===== src/rtl/piso_pkg.sv =====
// piso_pkg: shared sizing and length-normalisation helpers for the PISO serialisers
package piso_pkg;
    function automatic int cnt_width(int dw);
        return $clog2(dw + 1);
    endfunction
    function automatic int norm_len(int len, int dw);
        return (len == 0 || len > dw) ? dw : len;
    endfunction
endpackage


===== src/rtl/piso_hold_buf.sv =====
// piso_hold_buf: one-entry registered holding buffer, valid/ready in, load strobe out
module piso_hold_buf #(
    parameter type T = logic
) (
    input  logic clk,
    input  logic rst,
    input  T     data_i,
    input  logic valid_i,
    output logic ready_o,
    input  logic free_i,
    output logic load_o,
    output T     data_o,
    output logic vld_o
);
    logic vld_q, vld_d, rdy_q, accept;
    T     data_q;
    assign accept  = valid_i && rdy_q;
    assign load_o  = vld_q && free_i;
    assign vld_d   = accept ? 1'b1 : load_o ? 1'b0 : vld_q;
    assign ready_o = rdy_q;
    assign data_o  = data_q;
    assign vld_o   = vld_q;
    // ready is its own register so it stays low throughout reset
    always_ff @(posedge clk) begin
        if (rst) begin
            vld_q  <= 1'b0;
            rdy_q  <= 1'b0;
            data_q <= '0;
        end else begin
            vld_q <= vld_d;
            rdy_q <= !vld_d;
            if (accept) data_q <= data_i;
        end
    end
endmodule


===== src/rtl/piso_stream.sv =====
// piso_stream: streaming parallel-in serial-out serialiser with per-word length and framing
module piso_stream import piso_pkg::*; #(
    parameter int DATA_WIDTH = 8,
    parameter bit MSB_FIRST  = 1'b0,
    parameter int CNT_W      = cnt_width(DATA_WIDTH)
) (
    input  logic                  clk,
    input  logic                  rst,
    input  logic [DATA_WIDTH-1:0] in_data,
    input  logic [CNT_W-1:0]      in_len,
    input  logic                  in_valid,
    output logic                  in_ready,
    output logic                  out_data,
    output logic                  out_valid,
    input  logic                  out_ready,
    output logic                  out_first,
    output logic                  out_last,
    output logic                  busy
);
    typedef struct packed {
        logic [DATA_WIDTH-1:0] data;
        logic [CNT_W-1:0]      len;
    } word_t;
    word_t                 in_word, hold_word;
    logic [DATA_WIDTH-1:0] sh_q, sh_d;
    logic [CNT_W-1:0]      rem_q, rem_d;
    logic                  first_q, first_d, consume, free, load, hold_vld;
    assign in_word = '{data: in_data, len: CNT_W'(norm_len(int'(in_len), DATA_WIDTH))};
    piso_hold_buf #(.T(word_t)) u_hold (
        .clk     (clk),
        .rst     (rst),
        .data_i  (in_word),
        .valid_i (in_valid),
        .ready_o (in_ready),
        .free_i  (free),
        .load_o  (load),
        .data_o  (hold_word),
        .vld_o   (hold_vld)
    );
    assign out_valid = rem_q != '0;
    assign consume   = out_valid && out_ready;
    // the shifter may reload on the same edge that its last bit leaves
    assign free      = rem_q == '0 || (consume && rem_q == CNT_W'(1));
    assign out_data  = out_valid && (MSB_FIRST ? sh_q[DATA_WIDTH-1] : sh_q[0]);
    assign out_first = out_valid && first_q;
    assign out_last  = out_valid && rem_q == CNT_W'(1);
    assign busy      = out_valid || hold_vld;
    always_comb begin
        sh_d    = sh_q;
        rem_d   = rem_q;
        first_d = first_q;
        if (load) begin
            sh_d    = MSB_FIRST ? hold_word.data << (DATA_WIDTH - int'(hold_word.len)) : hold_word.data;
            rem_d   = hold_word.len;
            first_d = 1'b1;
        end else if (consume) begin
            sh_d    = MSB_FIRST ? sh_q << 1 : sh_q >> 1;
            rem_d   = rem_q - CNT_W'(1);
            first_d = 1'b0;
        end
    end
    always_ff @(posedge clk) begin
        if (rst) begin
            sh_q    <= '0;
            rem_q   <= '0;
            first_q <= 1'b0;
        end else begin
            sh_q    <= sh_d;
            rem_q   <= rem_d;
            first_q <= first_d;
        end
    end
endmodule


===== config.mk =====
export PLATFORM = sky130hd
export DESIGN_NAME = piso_stream
export DESIGN_NICKNAME = d
export VERILOG_FILES = /design/src/rtl/piso_pkg.sv /design/src/rtl/piso_hold_buf.sv /design/src/rtl/piso_stream.sv
export SDC_FILE = /design/constraint.sdc
export NUM_CORES = 1
export LEC_CHECK = 0
export CORE_ASPECT_RATIO = 1.25
export CORE_MARGIN = 3
export CORE_UTILIZATION = 47
export CTS_CLUSTER_SIZE = 8
export DETAILED_ROUTE_END_ITERATION = 16
export PLACE_DENSITY = 0.84
export SYNTH_ARGS = -nofsm -noshare
export SYNTH_HDL_FRONTEND = slang
export SYNTH_SLANG_ARGS = --single-unit

===== constraint.sdc =====
create_clock -name clk -period 2.76 [get_ports clk]
set_input_delay 0.828 -clock clk [delete_from_list [all_inputs] [get_ports clk]]
set_output_delay 0.828 -clock clk [all_outputs]
set_load 0.02 [all_outputs]

==> results of run 1 <==
[power breakdown]
| part | leakage (nW) | switching (W) | internal (W) | total, W |
|---|---|---|---|---|
| clock network | 0.0177 | 0.000115 | 0.0000544 | 0.000170 |
| logic | 0.317 | 0.000356 | 0.000347 | 0.000703 |
| registers | 0.221 | 0.0000862 | 0.000488 | 0.000574 |
[cell type report]
| type | instances | share of cell area (%) |
|---|---|---|
| inverter | 4 | 1.02 |
| tap | 33 | 2.80 |
| multi-input combinational | 99 | 41.8 |
| sequential | 27 | 36.7 |
| clock inverter | 1 | 0.339 |
| clock buffer | 3 | 1.53 |
| timing repair buffer | 25 | 15.8 |
[sequential cells by signal, summed over array words and instances (netlist names)]
name,cells
u_hold.data_o,12
u_hold.ready_o,1
first_q,1
rem_q,4
u_hold.vld_o,1
sh_q,8
[how the worst min path moves through the flow]
stage / endpoint / slack [ns] / cells past startpoint
final: u_hold.data_o[9] / 0.46 / 2
after global routing: u_hold.data_o[10] / 0.49 / 2
after CTS: u_hold.data_o[10] / 0.47 / 2
after detailed placement: u_hold.data_o[10] / 0.45 / 2
after global placement: u_hold.data_o[8] / 0.44 / 2
after floorplan: u_hold.data_o[1] / 0.43 / 2
[routing by layer]
metal  GRT usage, %  vias up  share of wire (%)
met1           17.3      480                 44
met5              0        -                  0
li1               -      515                  -
met3           2.15        4                2.6
met4           10.2        0                2.5
met2           28.5       16                 51
[placed cells by master (no fill, tap or decap), types with 5 or more instances in the layout]
master           instances
nand3b_1                 5
dfxtp_1                 26
nor2_1                  12
clkdlybuf4s50_1         16
mux2i_1                 10
a211oi_1                 5
a21oi_1                 15
dlygate4sd2_1            5
nand2_1                 23
[per-stage QoR]
step	hold slack, ns	cells	utilization, %	power [W]	setup slack [ns]
6_report	0.463	192	60.2	0.00145	0.138
3_5_place_dp	0.447	186	58.6	0.00127	0.177
5_1_grt	0.488	192	60.2	0.00156	0.0266
3_3_place_gp	0.444	186	58.6	0.00123	0.257
2_1_floorplan	0.432	138	-	0.00109	0.530
4_1_cts	0.465	192	60.1	0.00145	0.101
[cell families (layout without fill, tap and decap cells)]
kind of cell	after synthesis	in the layout	share of synthesized area (%)
AOI/OAI and AO/OA	28	28	14.5
adders and majority gates	2	2	2.06
buffers and inverters	12	33	5.04
DFF	27	27	44.4
muxes	11	11	9.46
and+or+nand+nor	58	58	24.5
[critical path: stages, from the launching register on]
cell and delay (ns):
dfxtp_1 0.36, inv_1 0.08, ha_2 0.21, nor3b_4 0.26
or2b_1 0.24, dlygate4sd2_1 0.31
[what timing repair did]
| action | CTS | global route |
|---|---|---|
| setup endpoints to repair | 5 | 1 |
| buffers inserted | 2 | 0 |
| gates resized for setup | 6 | 1 |
==> summary.md, run 1 <==
| Metric | Value |
|---|---|
| Reg2reg path depth | `7` |
| Crit end category | `primary output` |
| Row count | `20` |
| Hold path start | `u_hold.data_o[9]` |
| Total CTS buffers | `3` |
| Initial Util | `49.6%` |
| Dominant synthesized flop cell | `dfxtp_1` |
| Overall routed net length | `2380 µm` |
| # IOs | `22` |
| Rel. slew slack | `approximately two thirds` |
| Nets@finish | `178` |
| Asr flop ratio synth | `0%` |
| CP Capture Point | `busy` |
| Hold Violations, Final | `0` |
| Vias | `around 1000` |
| First-pass GRT wire length | `~4100 µm` |
| Setup CP Type | `reg -> out` |
| DP HPWL | `approximately 1800 µm` |
| Skew final | `0.00883 ns` |
| Placed cell area | `around 1400 µm²` |
| Layout cells sized above 1 | `a little under a tenth` |
| Design area | `around 1500 µm²` |
| Clock latency on the worst-skew pair | `0.33 ns` |
| Yosys cell types | `31` |
| Vias in the first global route | `963` |
| Max-cap violations | `0` |
| Area grow syn2layout | `21.4%` |
| Fmax | `between 0.3 and 0.4 GHz` |
| Commonest cells post-synth | `dfxtp_1, nand2_1, a21oi_1, nor2_1, mux2i_1` |
| DRC | `0` |
| Sequential area share after synthesis | `~44%` |
| Max Slew Vio Count | `0` |
| Register area | `around 540 µm²` |
| Yosys warns | `0` |
| ANT nets after route | `0` |
| Critical Path Source | `rem_q[1]` |
| Post-synth EDFFs | `0` |
| Syn nets | `between 150 and 200` |
| Core ar. | `~2500 µm²` |
| Die area | `about 3200 µm²` |
| Worst EP required | `about 1.9 ns` |
| DR pass1 iterations | `4` |
| Routed len/inst | `about 12 µm` |
| Post-DR vias/cell | `5.29` |
| GR Overflow Total | `0` |
| Worst reg-to-reg setup slack | `0.95 ns` |
| HP Class | `reg -> reg` |
| Die Width | `~50 µm` |
| Status | `finished, final reports clean` |
| Pin slew with the least headroom to its limit | `roughly 0.50 ns` |
| Top cell type's share of synthesized area | `44.4%` |
| Clock transition at the registers of the reported paths | `about 0.14 ns` |
| Largest net degree at the start of global routing | `17` |
| Antenna Cells | `0` |
| Top cell type by total area after synthesis | `dfxtp_1` |
| Initial antenna violation count | `0` |
| Die height | `between 60 and 70 µm` |
| Peak VDD IR | `around 0.53 mV` |
| Fillcell total | `239` |
| Global Route Usage Sum | `16.1%` |
| Final Cycle Share | `between 90% and 100%` |
| Lkg Pwr | `between 0.5 and 0.6 nW` |
| #FFs+latches synth | `27` |
| Critical Path Start Type | `flop` |
| Hold buffers post-CTS | `0` |
| CTS tree | `built` |
| Clock tree buffer depth | `2` |
| R2r endpoint | `rem_q[1]` |
| H-tree Lvls | `1` |
| Root Driver | `clkbuf_4` |
| Setup TNS | `0 ns` |
| Final setup viols | `0` |
| Most frequent cell after synthesis | `dfxtp_1` |
| Final min period | `approximately 2.6 ns` |
| Synthesized cell area | `approximately 1200 µm²` |
| Port Buffer Count | `21` |
| Syn_area_per_cell | `about 9 µm²` |
| Worst reg2reg path startpoint | `rem_q[1]` |
| Multi-input logic area | `slightly above 600 µm²` |
| CP arrival | `roughly 1.8 ns` |
| Synth top area cells | `dfxtp_1, mux2i_1, nand2_1` |
| Crit-path max FO | `5` |
| GP Congestion | `approximately 0.8` |
| Iter 0 DRT Violations | `36` |
| Pwr/cell area | `around 980 nW/µm²` |
| Post-synthesis cell count | `approximately 140` |
| Clk sinks | `27` |
| RSZ-0062 raised after global routing | `no` |
Note: power is estimated with default switching activity, not from simulation.
==> run 2: changes to the inputs <==
--- a/config.mk
+++ b/config.mk
@@ -6,7 +6,6 @@
 export NUM_CORES = 1
 export LEC_CHECK = 0
 export CORE_ASPECT_RATIO = 1.25
-export CORE_MARGIN = 3
 export CORE_UTILIZATION = 47
 export CTS_CLUSTER_SIZE = 8
 export DETAILED_ROUTE_END_ITERATION = 16
==> run 2 against run 1 <==
  * Sequential power about the same
  * Clock power is 3% lower
  * Critical path depth did not move
  * Power decreased by 1.1%
  * Critical endpoint unchanged
  * Final cell count decreased by 0.52%
  * Sequential share of layout area grew 0.12 points
  * Routed wire length increased by 0.97%
==> summary.md, run 2 (synthesized netlist as in run 1, its figures left out) <==
| Metric | Value |
|---|---|
| Die Width | `47.5 µm (was 51.5 µm)` |
| ANT nets after route | `0 (unchanged)` |
| Clk sinks | `27 (unchanged)` |
| Worst Path Buf+Inv | `2 (unchanged)` |
| Commonest non-fill, non-tap cell in the layout | `dfxtp_1 (unchanged)` |
| Setup CP Type | `reg -> out (unchanged)` |
| Global Route Usage Sum | `19.9% (was 16.1%)` |
| Switch share | `38.5% (about the same)` |
| CP arrival | `1.79 ns (about the same)` |
| Clock tree buffer depth | `2 (unchanged)` |
| Max Slew Vio Count | `0 (unchanged)` |
| Skew final | `0.00186 ns (was 0.00883 ns)` |
| Placed Instances | `186 (unchanged)` |
| Area grow syn2layout | `21.0% (was 21.4%)` |
| Largest net degree at the start of global routing | `17 (unchanged)` |
| RSZ-0062 raised after global routing | `no (unchanged)` |
| Fmax | `0.381 GHz (about the same)` |
| Root Driver | `clkbuf_4 (unchanged)` |
| # IOs | `22 (unchanged)` |
| GR Overflow Total | `0 (unchanged)` |
| Fin Hold WS | `0.467 ns (was 0.463 ns)` |
| Layout cells sized above 1 | `8.23% (was 9.43%)` |
| Core ar. | `2450 µm² (unchanged)` |
| Setup TNS | `0 ns (unchanged)` |
| Final Instance Count excl. Fillers | `191 (was 192)` |
| Crit path max-delay family | `simple AND/OR/NAND/NOR gates (unchanged)` |
| Slowest-stage cell, CP | `dfxtp_1 (unchanged)` |
| Hold buffers post-CTS | `0 (unchanged)` |
| DP HPWL | `1720 µm (was 1770 µm)` |
| Initial antenna violation count | `0 (unchanged)` |
| Met3 track demand over resource | `2.15% (about the same)` |
| Iter 0 DRT Violations | `22 (was 36)` |
| Lkg Pwr | `0.558 nW (was 0.557 nW)` |
| Final min period | `2.62 ns (about the same)` |
| Busiest metal layer after global routing | `met2 (unchanged)` |
| Clock Power Share | `11.6% (was 11.7%)` |
| Reg power frac | `40.0% (was 39.7%)` |
| Switching pwr | `0.000551 W (was 0.000557 W)` |
| Routed len/inst | `12.6 µm (was 12.4 µm)` |
| Met1 GRT Util | `21.3% (was 17.3%)` |
| Fillcell total | `239 (unchanged)` |
| CTS tree | `built (unchanged)` |
| Peak VDD IR | `0.543 mV (was 0.529 mV)` |
| DP Worst Slack | `0.185 ns (was 0.177 ns)` |
| Status | `finished, final reports clean (unchanged)` |
| HP Class | `reg -> reg (unchanged)` |
| Final setup viols | `0 (unchanged)` |
| Worst EP required | `1.93 ns (about the same)` |
| Initial Util | `49.6% (unchanged)` |
| First-pass GRT wire length | `3960 µm (was 4060 µm)` |
| Max-cap violations | `0 (unchanged)` |
| Int Power | `0.000880 W (was 0.000889 W)` |
| Post-DR vias/cell | `5.42 (was 5.29)` |
| Total CTS buffers | `3 (unchanged)` |
| Hold Violations, Final | `0 (unchanged)` |
| Vias | `1036 (was 1015)` |
| Power Total | `0.00143 W (was 0.00145 W)` |
| Pwr/cell area | `972 nW/µm² (was 979 nW/µm²)` |
| Final Cycle Share | `95.0% (about the same)` |
| Largest register FFs | `12 (unchanged)` |
| Largest stage delay, worst path | `0.37 ns (was 0.36 ns)` |
| Die height | `58.9 µm (was 62.9 µm)` |
| Commonest cells after routing, fill and taps aside | `dfxtp_1, nand2_1, clkdlybuf4s50_1 (unchanged)` |
| Row count | `20 (unchanged)` |
| Crit end category | `primary output (unchanged)` |
| Port Buffer Count | `21 (unchanged)` |
| Nets@finish | `177 (was 178)` |
| DR pass1 iterations | `4 (unchanged)` |
| Antenna Cells | `0 (unchanged)` |
| Grt met2 use | `36.2% (was 28.5%)` |
| Pin slew with the least headroom to its limit | `0.491 ns (was 0.502 ns)` |
| CP Cell Sequence | `inv_1 > ha_2 > nor3b_4 > or2b_1 > dlygate4sd2_1 (unchanged)` |
| Combinational fraction of design power | `48.4% (was 48.6%)` |
| Critical Path Start Type | `flop (unchanged)` |
| Clock transition at the registers of the reported paths | `0.13 ns (was 0.14 ns)` |
| Crit-path max FO | `5 (unchanged)` |
| Rel. slew slack | `67.1% (was 66.4%)` |
| DRC | `0 (unchanged)` |
| Final setup margin | `0.138 ns (about the same)` |
| H-tree Lvls | `1 (unchanged)` |
| GP Congestion | `0.865 (was 0.797)` |
| Die area | `2800 µm² (was 3240 µm²)` |
| Vias in the first global route | `991 (was 963)` |
| Overall routed net length | `2410 µm (was 2380 µm)` |
| Clock latency on the worst-skew pair | `0.32 ns (was 0.33 ns)` |
## run 2: cell count changes in the layout (fill, tap and decap cells not counted)
| cell | previous run | this run |
|---|---|---|
| buf_4 | 4 | 3 |
| clkbuf_1 | 0 | 1 |
| clkinv_2 | 1 | 0 |
| dlygate4sd2_1 | 5 | 4 |
| dlymetal6s2s_1 | 0 | 1 |
## run 2: routing by layer
metal	up-vias	share of wire, %
met2	17	53
met1	499	43
li1	515	-
met3	5	2.0
met4	0	2.2
met5	-	0
## run 2: final timing paths
check | startpoint | end | slack [ns] | depth (start not counted)
worst min-delay path | u_hold.data_o[9] | u_hold.data_o[9] | 0.47 | 2
worst max-delay path | rem_q[1] | busy | 0.14 | 5
worst min register to register | u_hold.data_o[9] | u_hold.data_o[9] | 0.47 | 2
worst max register to register | rem_q[1] | rem_q[1] | 0.91 | 7
## run 2: what timing repair did
action / 4_1_cts / 5_1_grt
buffers inserted: 1 / 0
endpoints found under the setup margin: 5 / 2
gates resized for setup: 5 / 2
## run 2: metrics by stage
stage | cell area [µm²] | util, %
after detailed placement | 1440 | 58.6
after global placement | 1440 | 58.6
after floorplan | 1220 | -
final | 1470 | 60.0
after global routing | 1470 | 60.0
after CTS | 1470 | 59.8
## run 2: area by class of cell
cell class	instances	area, µm²	area share, %
Clock buffer	4	26.3	1.79
Inverter	4	15.0	1.02
Multi-Input combinational cell	99	617	41.9
Sequential cell	27	542	36.8
Tap cell	33	41.3	2.81
Timing Repair Buffer	24	230	15.6
## run 2: worst min-delay path, cell delays in order, from the launching register on
cell and delay [ns]:
dfxtp_1 0.33, nand2_1 0.05, a21oi_1 0.05
## run 2: power groups by stage
stage / Clock [W] / Combinational [W] / Sequential (W)
finish: 0.000165 / 0.000693 / 0.000573
global route: 0.000185 / 0.000770 / 0.000583
CTS: 0.000169 / 0.000697 / 0.000571
detailed placement: 0 / 0.000691 / 0.000578
global placement: 0 / 0.000662 / 0.000570
floorplan: 0 / 0.000527 / 0.000559
==> patch 1, RTL diff (config.mk and constraints of run 2) <==
Change the parameter `DATA_WIDTH` from 8 to 10.
--- a/src/rtl/piso_stream.sv
+++ b/src/rtl/piso_stream.sv
@@ -2,3 +2,3 @@
 module piso_stream import piso_pkg::*; #(
-    parameter int DATA_WIDTH = 8,
+    parameter int DATA_WIDTH = 10,
     parameter bit MSB_FIRST  = 1'b0,
Interface: changed (resized in_data); port bits go from 22 to 24. No check against the original RTL was run, so the function may have changed too.
==> patch 1 against run 2 <==
Clock power increased by 120%. Critical path type unchanged. Core utilization rose by 3.4 points. Final area rose by 19%. Routed wire length rose by 19%. Sequential cell count grew 4. Global-route usage up 0.13 points. Synthesized area is 16% higher. Combinational power increased by 16%. Worst hold slack lost 0.0037 ns. Power up 26%. First-iteration DRC count rose by 27%. Fmax shrank 0.44%. Setup slack got worse by 0.012 ns.
==> patch 1: results (changes against run 2) <==
\begin{tabular}{lr}
\hline
Metric & Value \\
\hline
\multicolumn{2}{l}{\textbf{Yosys}} \\
\quad Ranking of synthesized cells by instance count & sky130\_fd\_sc\_hd\_\_nand2\_1 (43), sky130\_fd\_sc\_hd\_\_dfxtp\_1 (31), sky130\_fd\_sc\_hd\_\_a21oi\_1 (17) \\
\quad Adder and majority gate portion of the synthesized area & 0.0177 (-0.00285) \\
\quad Post-Syn Area per Cell & 8.45 µm² (-4.1\%) \\
\quad Number of nets in the synthesized netlist & 187 (+20\%) \\
\quad Multiplexer share of the synthesized area & 0.0248 (-0.0698) \\
\quad Most area-consuming cells after synthesis & sky130\_fd\_sc\_hd\_\_dfxtp\_1 (44\%), sky130\_fd\_sc\_hd\_\_nand2\_1 (11\%), sky130\_fd\_sc\_hd\_\_a311oi\_2 (9.6\%) \\
\multicolumn{2}{l}{\textbf{Place}} \\
\quad Routability congestion estimate & 0.701 (-19\%) \\
\quad Worst slack, placed & 0.179 ns (-0.00595 ns) \\
\quad Half-perimeter wire length after detailed placement & 2080 µm (+21\%) \\
\quad Inst Count DP & 218 (+17\%) \\
\multicolumn{2}{l}{\textbf{Worst setup path}} \\
\quad Minimum setup slack among reg-to-reg paths & 0.83 ns (-0.08 ns) \\
\multicolumn{2}{l}{\textbf{Pwr}} \\
\quad Cell-internal power & 1130 µW (+29\%) \\
\quad Part of the total power dissipated in combinational logic & 0.445 (-0.039) \\
\quad Static Leak & 0.000658 µW (+18\%) \\
\quad Worst vdd rail ir drop & 0.000760 V (+40\%) \\
\multicolumn{2}{l}{\textbf{Finish}} \\
\quad Total area of multi-input combinational cells & 724 µm² (+17\%) \\
\quad Number of flip-flops under the largest register name & 14 (+2) \\
\quad Final standard cell utilization of the core & 0.634 (+0.0345) \\
\quad Number of non-clock buffers in the layout & 28 (+17\%) \\
\quad Final-layout fill cell count & 236 (-1.3\%) \\
\quad Count of nets after finishing & 212 (+20\%) \\
\quad Total number of multi-input combinational cells & 122 (+23\%) \\
\multicolumn{2}{l}{\textbf{Routing}} \\
\quad Detailed-route via count & 1243 (+20\%) \\
\quad Iteration-0 DRC count of the detailed router & 28 (+27\%) \\
\quad Routed wire length on met3 & 89 µm (+89\%) \\
\multicolumn{2}{l}{\textbf{STA}} \\
\quad Max transition margin & 0.645 (-0.0263) \\
\quad Setup clock skew after layout & 0.00945 ns (+0.00759 ns) \\
\multicolumn{2}{l}{\textbf{Clocking}} \\
\quad Clock edge transition at the registers on the reported setup and hold paths & 0.09 ns (-0.04 ns) \\
\quad Number of buffers added by the clock tree synthesis step & 5 (+2) \\
\quad H-tree Lvls & 2 (+1) \\
\quad CTS Sinks & 31 (+15\%) \\
\multicolumn{2}{l}{\textbf{Status}} \\
\quad Status & finished, final reports clean \\
\multicolumn{2}{l}{\textbf{Die}} \\
\quad Placement row count & 21 (+5.0\%) \\
\multicolumn{2}{l}{\textbf{Global routing}} \\
\quad Pin count of the biggest net entering global routing & 22 (+5) \\
\quad Vias in the first global route & 1174 (+18\%) \\
\quad Wire length of the first global-routing pass & 4820 µm (+22\%) \\
\hline
\end{tabular}
==> patch 1: changes by cell type in the layout (fill, tap and decap cells not counted), sizes merged, moves of 3 or more <==
cell / delta
mux2i: -8
nor2: +4
nand3b: -3
nand2: +20
dfxtp: +4
nand3: +3
a311oi: +9
a211oi: -7
==> patch 1: cells by family after synthesis <==
family                     count (synthesis)
muxes                                      3
DFF                                       31
buffers and inverters                     14
adders and majority gates                  2
AOI/OAI and AO/OA                         34
and+or+nand+nor                           83
==> patch 1: how the worst min path moves through the flow <==
stage                                     end  depth (start not counted)  slack, ns
4_1_cts        u_hold.data_o[11]$_SDFFE_PP0P_                          2       0.46
2_1_floorplan   u_hold.data_o[0]$_SDFFE_PP0P_                          2       0.43
6_report       u_hold.data_o[11]$_SDFFE_PP0P_                          2       0.46
5_1_grt         u_hold.data_o[4]$_SDFFE_PP0P_                          2       0.48
3_3_place_gp    u_hold.data_o[2]$_SDFFE_PP0P_                          2       0.45
3_5_place_dp    u_hold.data_o[4]$_SDFFE_PP0P_                          2       0.45
==> patch 2, RTL diff (config.mk and constraints of run 2) <==
Without the edit above. Make the reset (`rst`) asynchronous in 2 clocked blocks.
--- a/src/rtl/piso_hold_buf.sv
+++ b/src/rtl/piso_hold_buf.sv
@@ -23,3 +23,3 @@
     // ready is its own register so it stays low throughout reset
-    always_ff @(posedge clk) begin
+    always_ff @(posedge clk or posedge rst) begin
         if (rst) begin
--- a/src/rtl/piso_stream.sv
+++ b/src/rtl/piso_stream.sv
@@ -61,3 +61,3 @@
     end
-    always_ff @(posedge clk) begin
+    always_ff @(posedge clk or posedge rst) begin
         if (rst) begin
Formal check against the unedited RTL: differs if rst is asserted again (counterexample within 4 cycles, from zero or initial values and one cycle with rst high); with rst held inactive, the same outputs for 10 cycles.
==> patch 2 against run 2 <==
Combinational power is 11% lower. Power is 4.3% higher. Setup slack worse by 0.0093 ns. Worst hold slack better by 0.027 ns. Synthesized area is 3.3% higher. Routed wire length is 17% lower. Sequential cell count stayed put. Final area is 5.8% higher.
==> patch 2: results (changes against run 2) <==
\begin{tabular}{lr}
\hline
Metric & Value \\
\hline
\multicolumn{2}{l}{\textbf{Routing}} \\
\quad Routed wire length on met3 & 63 µm (+34\%) \\
\quad Met1 wire length & 854 µm (-17\%) \\
\quad Iteration-0 DRC count of the detailed router & 6 (-73\%) \\
\quad Routed wire length & 1990 µm (-17\%) \\
\multicolumn{2}{l}{\textbf{Worst hold path}} \\
\quad Hold path start & sh\_q[0]\$\_DFFE\_PP0P\_ \\
\quad Worst min-delay path endpoint & sh\_q[0]\$\_DFFE\_PP0P\_ \\
\multicolumn{2}{l}{\textbf{Yosys}} \\
\quad Most area-consuming cells after synthesis & sky130\_fd\_sc\_hd\_\_dfrtp\_1 (54\%), sky130\_fd\_sc\_hd\_\_mux2\_2 (7.2\%), sky130\_fd\_sc\_hd\_\_nand2\_1 (6.9\%) \\
\quad Number of unique standard cell types used by synthesis & 29 (-6.5\%) \\
\quad Ranking of synthesized cells by instance count & sky130\_fd\_sc\_hd\_\_dfrtp\_1 (27), sky130\_fd\_sc\_hd\_\_nand2\_1 (23), sky130\_fd\_sc\_hd\_\_o21ai\_0 (12) \\
\quad Post-synthesis async set-or-reset flop share & 1.00 (+1.00) \\
\multicolumn{2}{l}{\textbf{Pwr}} \\
\quad Static Leak & 0.000772 µW (+38\%) \\
\quad Part of the total power dissipated in combinational logic & 0.414 (-0.070) \\
\quad Switching share of power & 0.350 (-0.0346) \\
\multicolumn{2}{l}{\textbf{Finish}} \\
\quad Final standard cell utilization of the core & 0.628 (+0.0283) \\
\quad Clock buffers and inverters, area share & 0.0169 (-0.000976) \\
\quad Count of nets after finishing & 161 (-9.0\%) \\
\quad Sequential fraction of total cell area & 0.434 (+0.0659) \\
\quad Count of sequential standard cells & 27 (unchanged) \\
\quad Signal buffers share of area & 0.166 (+0.00913) \\
\quad Share of cells above drive strength 1 & 0.162 (+0.0797) \\
\multicolumn{2}{l}{\textbf{Status}} \\
\quad Status & finished, final reports clean \\
\multicolumn{2}{l}{\textbf{Global routing}} \\
\quad Wire length of the first global-routing pass & 3460 µm (-13\%) \\
\quad Pin count of the biggest net entering global routing & 28 (+11) \\
\quad Total Routing Usage GR & 0.168 (-0.0311) \\
\multicolumn{2}{l}{\textbf{Place}} \\
\quad Worst slack, placed & 0.153 ns (-0.0314 ns) \\
\quad Area of placed instances & 1500 µm² (+4.6\%) \\
\multicolumn{2}{l}{\textbf{Die}} \\
\quad Core area & 2480 µm² (+1.0\%) \\
\multicolumn{2}{l}{\textbf{Worst setup path}} \\
\quad Terminus of the critical flop-to-flop path & rem\_q[2]\$\_DFFE\_PP0P\_ \\
\quad Depth of the worst register-to-register path & 8 (+1) \\
\quad CP peak stage delay & 0.44 ns (+0.07 ns) \\
\quad Worst r2r src & rem\_q[0]\$\_DFFE\_PP0P\_ \\
\multicolumn{2}{l}{\textbf{STA}} \\
\quad Setup clock skew after layout & 0.0123 ns (+0.0104 ns) \\
\hline
\end{tabular}
patch 2: changes by cell type in the layout (fill, tap and decap cells not counted), moves of 3 or more:
| cell | change |
|---|---|
| sky130_fd_sc_hd__buf_4 | +3 |
| sky130_fd_sc_hd__a211oi_1 | -5 |
| sky130_fd_sc_hd__dfxtp_1 | -26 |
| sky130_fd_sc_hd__nor2_1 | -9 |
| sky130_fd_sc_hd__nand3b_1 | -5 |
| sky130_fd_sc_hd__o21ai_0 | +12 |
| sky130_fd_sc_hd__mux2_2 | +8 |
| sky130_fd_sc_hd__dfrtp_1 | +27 |
| sky130_fd_sc_hd__a21oi_1 | -14 |
patch 2: kinds of logic after synthesis:
kind of cell | Yosys count | synth area share
simple gates | 40 | 0.161
flops | 27 | 0.538
compound gates | 19 | 0.0946
mux | 17 | 0.146
buf+inv | 10 | 0.0398
fa+ha+maj | 2 | 0.0199
